### config.mk
export PLATFORM = sky130hd
export DESIGN_NAME = button_events
export DESIGN_NICKNAME = d
export VERILOG_FILES = /design/src/rtl/button_events.sv
export SDC_FILE = /design/constraint.sdc
export NUM_CORES = 1
export LEC_CHECK = 0
export ABC_AREA = 1
export CAP_MARGIN = 5
export CORE_MARGIN = 5
export CORE_UTILIZATION = 54
export DETAILED_ROUTE_END_ITERATION = 16
export PLACE_DENSITY = 0.83
export SLEW_MARGIN = 20
export SYNTH_ARGS = -nofsm -noshare
export SYNTH_HDL_FRONTEND = slang
export SYNTH_SLANG_ARGS = --single-unit
### constraint.sdc
create_clock -name clock -period 1.5 [get_ports clock]
set_input_delay 0.15 -clock clock [delete_from_list [all_inputs] [get_ports clock]]
set_output_delay 0.15 -clock clock [all_outputs]
set_load 0.01 [all_outputs]
### src/rtl/button_events.sv
// Turns the debounced button level into one-cycle event strobes for the UI/menu FSMs.
// A single counter times the long-press, repeat and double-click windows, and is cleared on every state entry.
module button_events #(
  parameter int LONG_CYCLES   = 12_500_000,
  parameter int REPEAT_CYCLES = 2_500_000,
  parameter int DCLICK_CYCLES = 7_500_000,
  parameter int CW            = 24
) (
  input  logic clock,
  input  logic reset,
  input  logic clean,
  output logic press,
  output logic release_pulse,
  output logic single_click,
  output logic double_click,
  output logic long_press,
  output logic repeat_pulse,
  output logic busy
);

  // Each strobe is registered, so it appears one cycle after the edge that decides it.
  // The counter therefore compares against threshold-1.
  localparam logic [CW-1:0] LONG_TC   = CW'(LONG_CYCLES - 1);
  localparam logic [CW-1:0] REPEAT_TC = CW'(REPEAT_CYCLES - 1);
  localparam logic [CW-1:0] DCLICK_TC = CW'(DCLICK_CYCLES - 1);

  typedef enum logic [2:0] {IDLE, PRESSED, HELD, WAIT2, PRESSED2} state_t;

  state_t        state, state_nx;
  logic [CW-1:0] cnt, cnt_nx;
  logic          level_q;
  logic          rise, fall;
  logic          press_nx, release_nx, single_nx, double_nx, long_nx, repeat_nx, busy_nx;

  assign rise = clean & ~level_q;
  assign fall = ~clean & level_q;

  always_ff @(posedge clock or negedge reset) begin
    if (!reset) begin
      state         <= IDLE;
      cnt           <= '0;
      level_q       <= 1'b0;
      press         <= 1'b0;
      release_pulse <= 1'b0;
      single_click  <= 1'b0;
      double_click  <= 1'b0;
      long_press    <= 1'b0;
      repeat_pulse  <= 1'b0;
      busy          <= 1'b0;
    end else begin
      state         <= state_nx;
      cnt           <= cnt_nx;
      level_q       <= clean;
      press         <= press_nx;
      release_pulse <= release_nx;
      single_click  <= single_nx;
      double_click  <= double_nx;
      long_press    <= long_nx;
      repeat_pulse  <= repeat_nx;
      busy          <= busy_nx;
    end
  end

  always_comb begin
    state_nx   = state;
    cnt_nx     = cnt;
    press_nx   = 1'b0;
    release_nx = 1'b0;
    single_nx  = 1'b0;
    double_nx  = 1'b0;
    long_nx    = 1'b0;
    repeat_nx  = 1'b0;
    case (state)
      IDLE: begin
        if (rise) begin
          state_nx = PRESSED;
          cnt_nx   = '0;
          press_nx = 1'b1;
        end
      end
      PRESSED: begin
        // The edge is tested first so a release on the threshold cycle suppresses long_press.
        if (fall) begin
          state_nx   = WAIT2;
          cnt_nx     = '0;
          release_nx = 1'b1;
        end else if (cnt == LONG_TC) begin
          state_nx = HELD;
          cnt_nx   = '0;
          long_nx  = 1'b1;
        end else begin
          cnt_nx = cnt + 1'b1;
        end
      end
      HELD: begin
        if (fall) begin
          state_nx   = IDLE;
          cnt_nx     = '0;
          release_nx = 1'b1;
        end else if (cnt == REPEAT_TC) begin
          cnt_nx    = '0;
          repeat_nx = 1'b1;
        end else begin
          cnt_nx = cnt + 1'b1;
        end
      end
      WAIT2: begin
        // A second press on the expiry cycle still counts as a double click.
        if (rise) begin
          state_nx  = PRESSED2;
          cnt_nx    = '0;
          press_nx  = 1'b1;
          double_nx = 1'b1;
        end else if (cnt == DCLICK_TC) begin
          state_nx  = IDLE;
          cnt_nx    = '0;
          single_nx = 1'b1;
        end else begin
          cnt_nx = cnt + 1'b1;
        end
      end
      PRESSED2: begin
        if (fall) begin
          state_nx   = IDLE;
          cnt_nx     = '0;
          release_nx = 1'b1;
        end
      end
      default: begin
        state_nx = IDLE;
        cnt_nx   = '0;
      end
    endcase
    // Busy stays high through the final strobe cycle and drops one cycle later.
    busy_nx = (state_nx != IDLE) | single_nx | release_nx;
  end

endmodule

After elaboration in Yosys (flattened, before gate mapping)
Index checks and enable logic that the tools add are counted.
Widths: inputs -> output; s select.
{"block": "classes", "add_sub_neg": 1, "eq_ne": 9, "mux": 30, "n_bitwise": 6, "n_reduce_logical": 6}
{"cell": "$mux 24", "n": 8}
{"cell": "$pmux 24 s5", "n": 1}
{"cell": "$add 24x1->24 const B", "n": 1}
{"cell": "$eq 24x22->1 const B", "n": 1}
{"cell": "$eq 24x23->1 const B", "n": 1}
{"cell": "$eq 24x24->1 const B", "n": 1}
{"cell": "$mux 3", "n": 6}
{"cell": "$mux 1", "n": 14}
{"cell": "$pmux 3 s4", "n": 1}
{"cell": "$eq 3x2->1 const B", "n": 2}
{"cell": "$ne 2x2->1 const B", "n": 2}
{"cell": "$reduce_or 2->1", "n": 2}
{"cell": "$eq 3x1->1 const B", "n": 1}
{"cell": "$eq 3x3->1 const B", "n": 1}
{"cell": "$logic_not 3->1", "n": 1}
{"cell": "$reduce_bool 3->1", "n": 1}
{"cell": "$reduce_or 3->1", "n": 1}
{"cell": "$and 1x1->1", "n": 2}
{"cell": "$not 1->1", "n": 2}
{"cell": "$or 1x1->1", "n": 2}
{"cell": "$reduce_and 2->1", "n": 1}
{"block": "word_totals", "reg_bits": 35, "input_bits": 3, "out_inout_bits": 7, "elab_cells": 62}

Logic depth before layout (Yosys ltp)
{"block": "depth", "word_depth": 7, "ltp_mapped": 12, "depth_no_buf": 12}

Worst setup path after synthesis
Ideal clock, no wire load.
{"block": "synth_path", "path_kind": "flip-flop to flip-flop", "from": "reg cnt[0]", "to": "reg cnt[12]", "setup_ns": 0.125, "t_arrival_ns": 1.475, "required_time_ns": 1.375, "setup_slack_ns": -0.100, "stages_incl_launch_ff": 11, "n_path_buf": 0, "period_less_slack_ns": 1.600, "cell_sequence": "dfrtp_1 -> ha_1 -> nand2_1 -> inv_2 -> nand2_2 -> nor2_2 -> nand3b_1 -> nand2_1 -> nand3_4 -> nor2_4 -> nor2_1"}
{"block": "synth_between", "elab_chain_len": 4, "elab_cells_between_ends": 11, "cone_classes": "add/sub: 1; eq/ne: 3; mux: 7"}
{"item": "start, declared", "line": "30", "source": "logic [CW-1:0] cnt, cnt_nx;"}
{"item": "start signal, assigned", "line": "52", "source": "cnt <= cnt_nx;"}
{"item": "$add 24x1->24 (tied with other cells)", "line": "92, 104, 119"}
{"item": "$mux 24 (on tied branches)", "line": "114, 100, 87"}
{"item": "$mux 24 (on tied branches)", "line": "109, 83, 96"}
{"item": "$pmux 24 s5 (*)", "line": "73", "source": "case (state)"}
Every way passes the cells marked *; elsewhere a longest branch is shown, timed or not.
A chain may end at the register's enable or synchronous reset.

Final worst setup path
{"block": "layout_path", "from": "reg cnt[9]", "to": "reg cnt[21]"}
The elaborated chain is that of the path after synthesis.

==> impl_metrics.tcl <==
set metrics [dict create \
    met2_length_um 5130 \
    fp.dieW_um 75.1 \
    source_to_sink_clock_delay_at_the_later_pin_of_the_worst_skew_pair_ps 320 \
    drc_errors 2 \
    max-slew-margin-rel 0.685 \
    tritoncts_clock_tree "yes" \
    worst_setup_hold_path_clk_slew_ps 70 \
    synth_async_reset_ratio 1.00 \
    setup_tns_ps -13090 \
    crit_fanout 4 \
    rr_endpoint "cnt[21]" \
    top_layer_used "met4" \
    final_hold_viol_count 0 \
    violations_in_the_final_reports "design-rule violations, negative setup slack" \
    num_antenna_cells 0 \
    fin_ws_ps -670 \
    report.power.total_mw 3.60 \
    power-per-cell-area_nw_per_um2 970 \
    wirelength_met1_um 4110 \
    grt.overflow.total 0 \
    detail_route.wl_per_cell_um 24.4 \
    finalCritPeriodShare 1.45 \
    min-delay-start "clean" \
    core_box_area_um2 4060 \
    fmax_mhz 461 \
    min-delay-path-class "in2reg" \
    first_global_vias 3083 \
    vias 3649 \
    hold_ep "level_q" \
    worst_reg_to_reg_setup_slack_ps -670 \
    globalplace.congestion 0.930 \
    design.die.area_um2 5640 \
    status "complete, but fails checks" \
    ctsLongestPathBuffers 2 \
    synth-seq-cells 35 \
    ys.flop_type "sky130_fd_sc_hd__dfrtp_1" \
    start_util 0.564 \
    r2r-start "cnt[9]" \
    floorplan.die.height_um 75.1 \
    final_util 0.913 \
    finish.cell_count_without_fillers 531 \
    drt-initial-drc-count 883 \
    report.final.slew_viol_count 0 \
    tightest_slew_ps 472 \
    grt_max_degree 36 \
    finalCriticalPeriod_ps 2170 \
    setup.worst_path.class "reg2reg" \
    fp-row-count 23 \
    met3RoutedLength_um 2210 \
    postRouteAntennaNets 0 \
    synth_warnings 0 \
    syn_avg_cell_area_um2 6.59 \
    drtPass1Iterations 17 \
    post_synth_instance_area_um2 2290 \
    synth_enable_flop_cells 0 \
    fillerInstances 161 \
    critPathCaptureType "flip-flop" \
    worst_ep_required_time_ps 1690 \
    dp.cells 500 \
    grt_setup_unrepaired "yes" \
    drt-total-wl_um 12900 \
    cts_num_sinks 35 \
    dp_hpwl_um 5640 \
    rr_worst_depth 10 \
    layout-area-overhead-vs-synth_pct 62.0 \
    finalClockSkew_ps 18.8 \
    power.static_leakage_nw 1.87 \
    timing.final.setup_violations 31 \
    grtUsageTotal 0.377 \
    final_nets 484 \
    boundaryPins 10 \
    layout.cells.most_common_list "sky130_fd_sc_hd__buf_4 (107), sky130_fd_sc_hd__nand2_1 (82), sky130_fd_sc_hd__nor2_1 (45)" \
    final_common_cell "sky130_fd_sc_hd__buf_4" \
    routed_via_density 6.87 \
    drv_cap 0 \
    largest_vdd_supply_drop_mv 1.01 \
    antenna_found_initial 0 \
    synth_cell_types 27 \
    cts.root.buffer_cell "sky130_fd_sc_hd__clkbuf_8" \
    grt_pass1_wl_um 15500 \
    tritoncts_buffer_count 5 \
    synthesis.instances 347 \
    holdPathStages 1 \
    clock_tree.htree_level_count 2 \
    sequential_element_share_of_the_synthesized_area 0.383 \
    worstSetupStartpointType "flip-flop" \
    buffer_ports.inserted 9 \
    syn_nets 351 \
    final_layout_size_suffix_gt1_frac 0.426 \
    cp_data_arrival_time_ps 2360 \
]
through the flow:
stage / hold WS (ps) / area [um^2] / setup slack (ps)
after floorplan: -146 / 2310 / -71.0
after global placement: 205 / 3170 / -281
after detailed placement: 209 / 3170 / -367
after CTS: 321 / 3450 / -208
after global routing: 330 / 3710 / -632
final: 314 / 3710 / -670
layer usage:
metal / GRT usage / up-vias
li1: - / 1358
met1: 0.472 / 1573
met2: 0.565 / 492
met3: 0.117 / 226
met4: 0.233 / 0
met5: 0 / -
critical path, cell delays in order, from the launching register on:
cell and delay (ps):
sky130_fd_sc_hd__dfrtp_1 430, sky130_fd_sc_hd__buf_6 140, sky130_fd_sc_hd__nand2_1 100, sky130_fd_sc_hd__nor2_2 170
sky130_fd_sc_hd__inv_1 120, sky130_fd_sc_hd__nor2_2 310, sky130_fd_sc_hd__nand4_1 310, sky130_fd_sc_hd__nor2_1 220
sky130_fd_sc_hd__nand2_1 100, sky130_fd_sc_hd__nand3_2 100, sky130_fd_sc_hd__nand2_2 50
flip-flops by register name, summed over array words and instances, names as in the netlist:
| register | cells |
|---|---|
| cnt | 24 |
| state | 3 |
| busy | 1 |
| double_click | 1 |
| level_q | 1 |
| long_press | 1 |
| press | 1 |
| release_pulse | 1 |
| repeat_pulse | 1 |
| single_click | 1 |
synth_stat cells (2+ instances only):
cell type	n	area [um^2]
sky130_fd_sc_hd__nor2_2	3	18.8
sky130_fd_sc_hd__xor2_1	7	61.3
sky130_fd_sc_hd__inv_2	4	15.0
sky130_fd_sc_hd__nand4_1	11	68.8
sky130_fd_sc_hd__nand2_2	5	31.3
sky130_fd_sc_hd__buf_4	2	15.0
sky130_fd_sc_hd__nand2_1	95	357
sky130_fd_sc_hd__o21ai_0	6	30.0
sky130_fd_sc_hd__a21oi_1	3	15.0
sky130_fd_sc_hd__nor2_4	3	33.8
sky130_fd_sc_hd__nand3_1	35	175
sky130_fd_sc_hd__nor2_1	68	255
sky130_fd_sc_hd__nor3_1	10	50.1
sky130_fd_sc_hd__inv_1	42	158
sky130_fd_sc_hd__o21ai_1	7	35.0
sky130_fd_sc_hd__dfrtp_1	35	876
cell type report:
cell class,instances,area (um^2),share of cell area
clock inverter,1,5.00,0.00135
tap,50,62.6,0.0169
inverter,47,176,0.0476
sequential,35,880,0.237
clock buffer,7,76.3,0.0206
multi-input combinational,262,1470,0.397
timing repair buffer,129,1030,0.279
timing repair:
item / CTS / global route
hold endpoints to repair: 35 / 0
gates cloned: 2 / 0
pin swaps: 20 / 18
gates resized for setup: 21 / 61
buffers inserted: 15 / 5
setup endpoints to repair: 27 / 30
hold buffers: 1 / 0
power breakdown:
group / internal, mW / switching, mW
Combinational: 0.694 / 1.06
Sequential: 1.04 / 0.0937
Clock: 0.327 / 0.387
Total: 2.06 / 1.54
how the worst max path moves through the flow:
stage	startpoint	end	slack [ps]	depth (start not counted)
3_5_place_dp	clean	cnt[17]	-370	8
6_report	cnt[9]	cnt[21]	-670	10
4_1_cts	cnt[1]	cnt[10]	-210	11
5_1_grt	cnt[16]	cnt[20]	-630	9
2_1_floorplan	cnt[0]	cnt[12]	-70	10
3_3_place_gp	clean	cnt[20]	-280	8
logic make-up (layout without fill, tap and decap cells):
group | Yosys count | count (layout) | synth area share
AO/OA/AOI/OAI | 18 | 18 | 0.0416
adder cells (fa/ha/maj) | 1 | 1 | 0.00547
XOR/XNOR | 7 | 7 | 0.0268
AND/OR/NAND/NOR | 234 | 236 | 0.451
flip-flops | 35 | 35 | 0.383
buffers and inverters | 52 | 184 | 0.0924
Note: power is estimated with default switching activity, not from simulation.
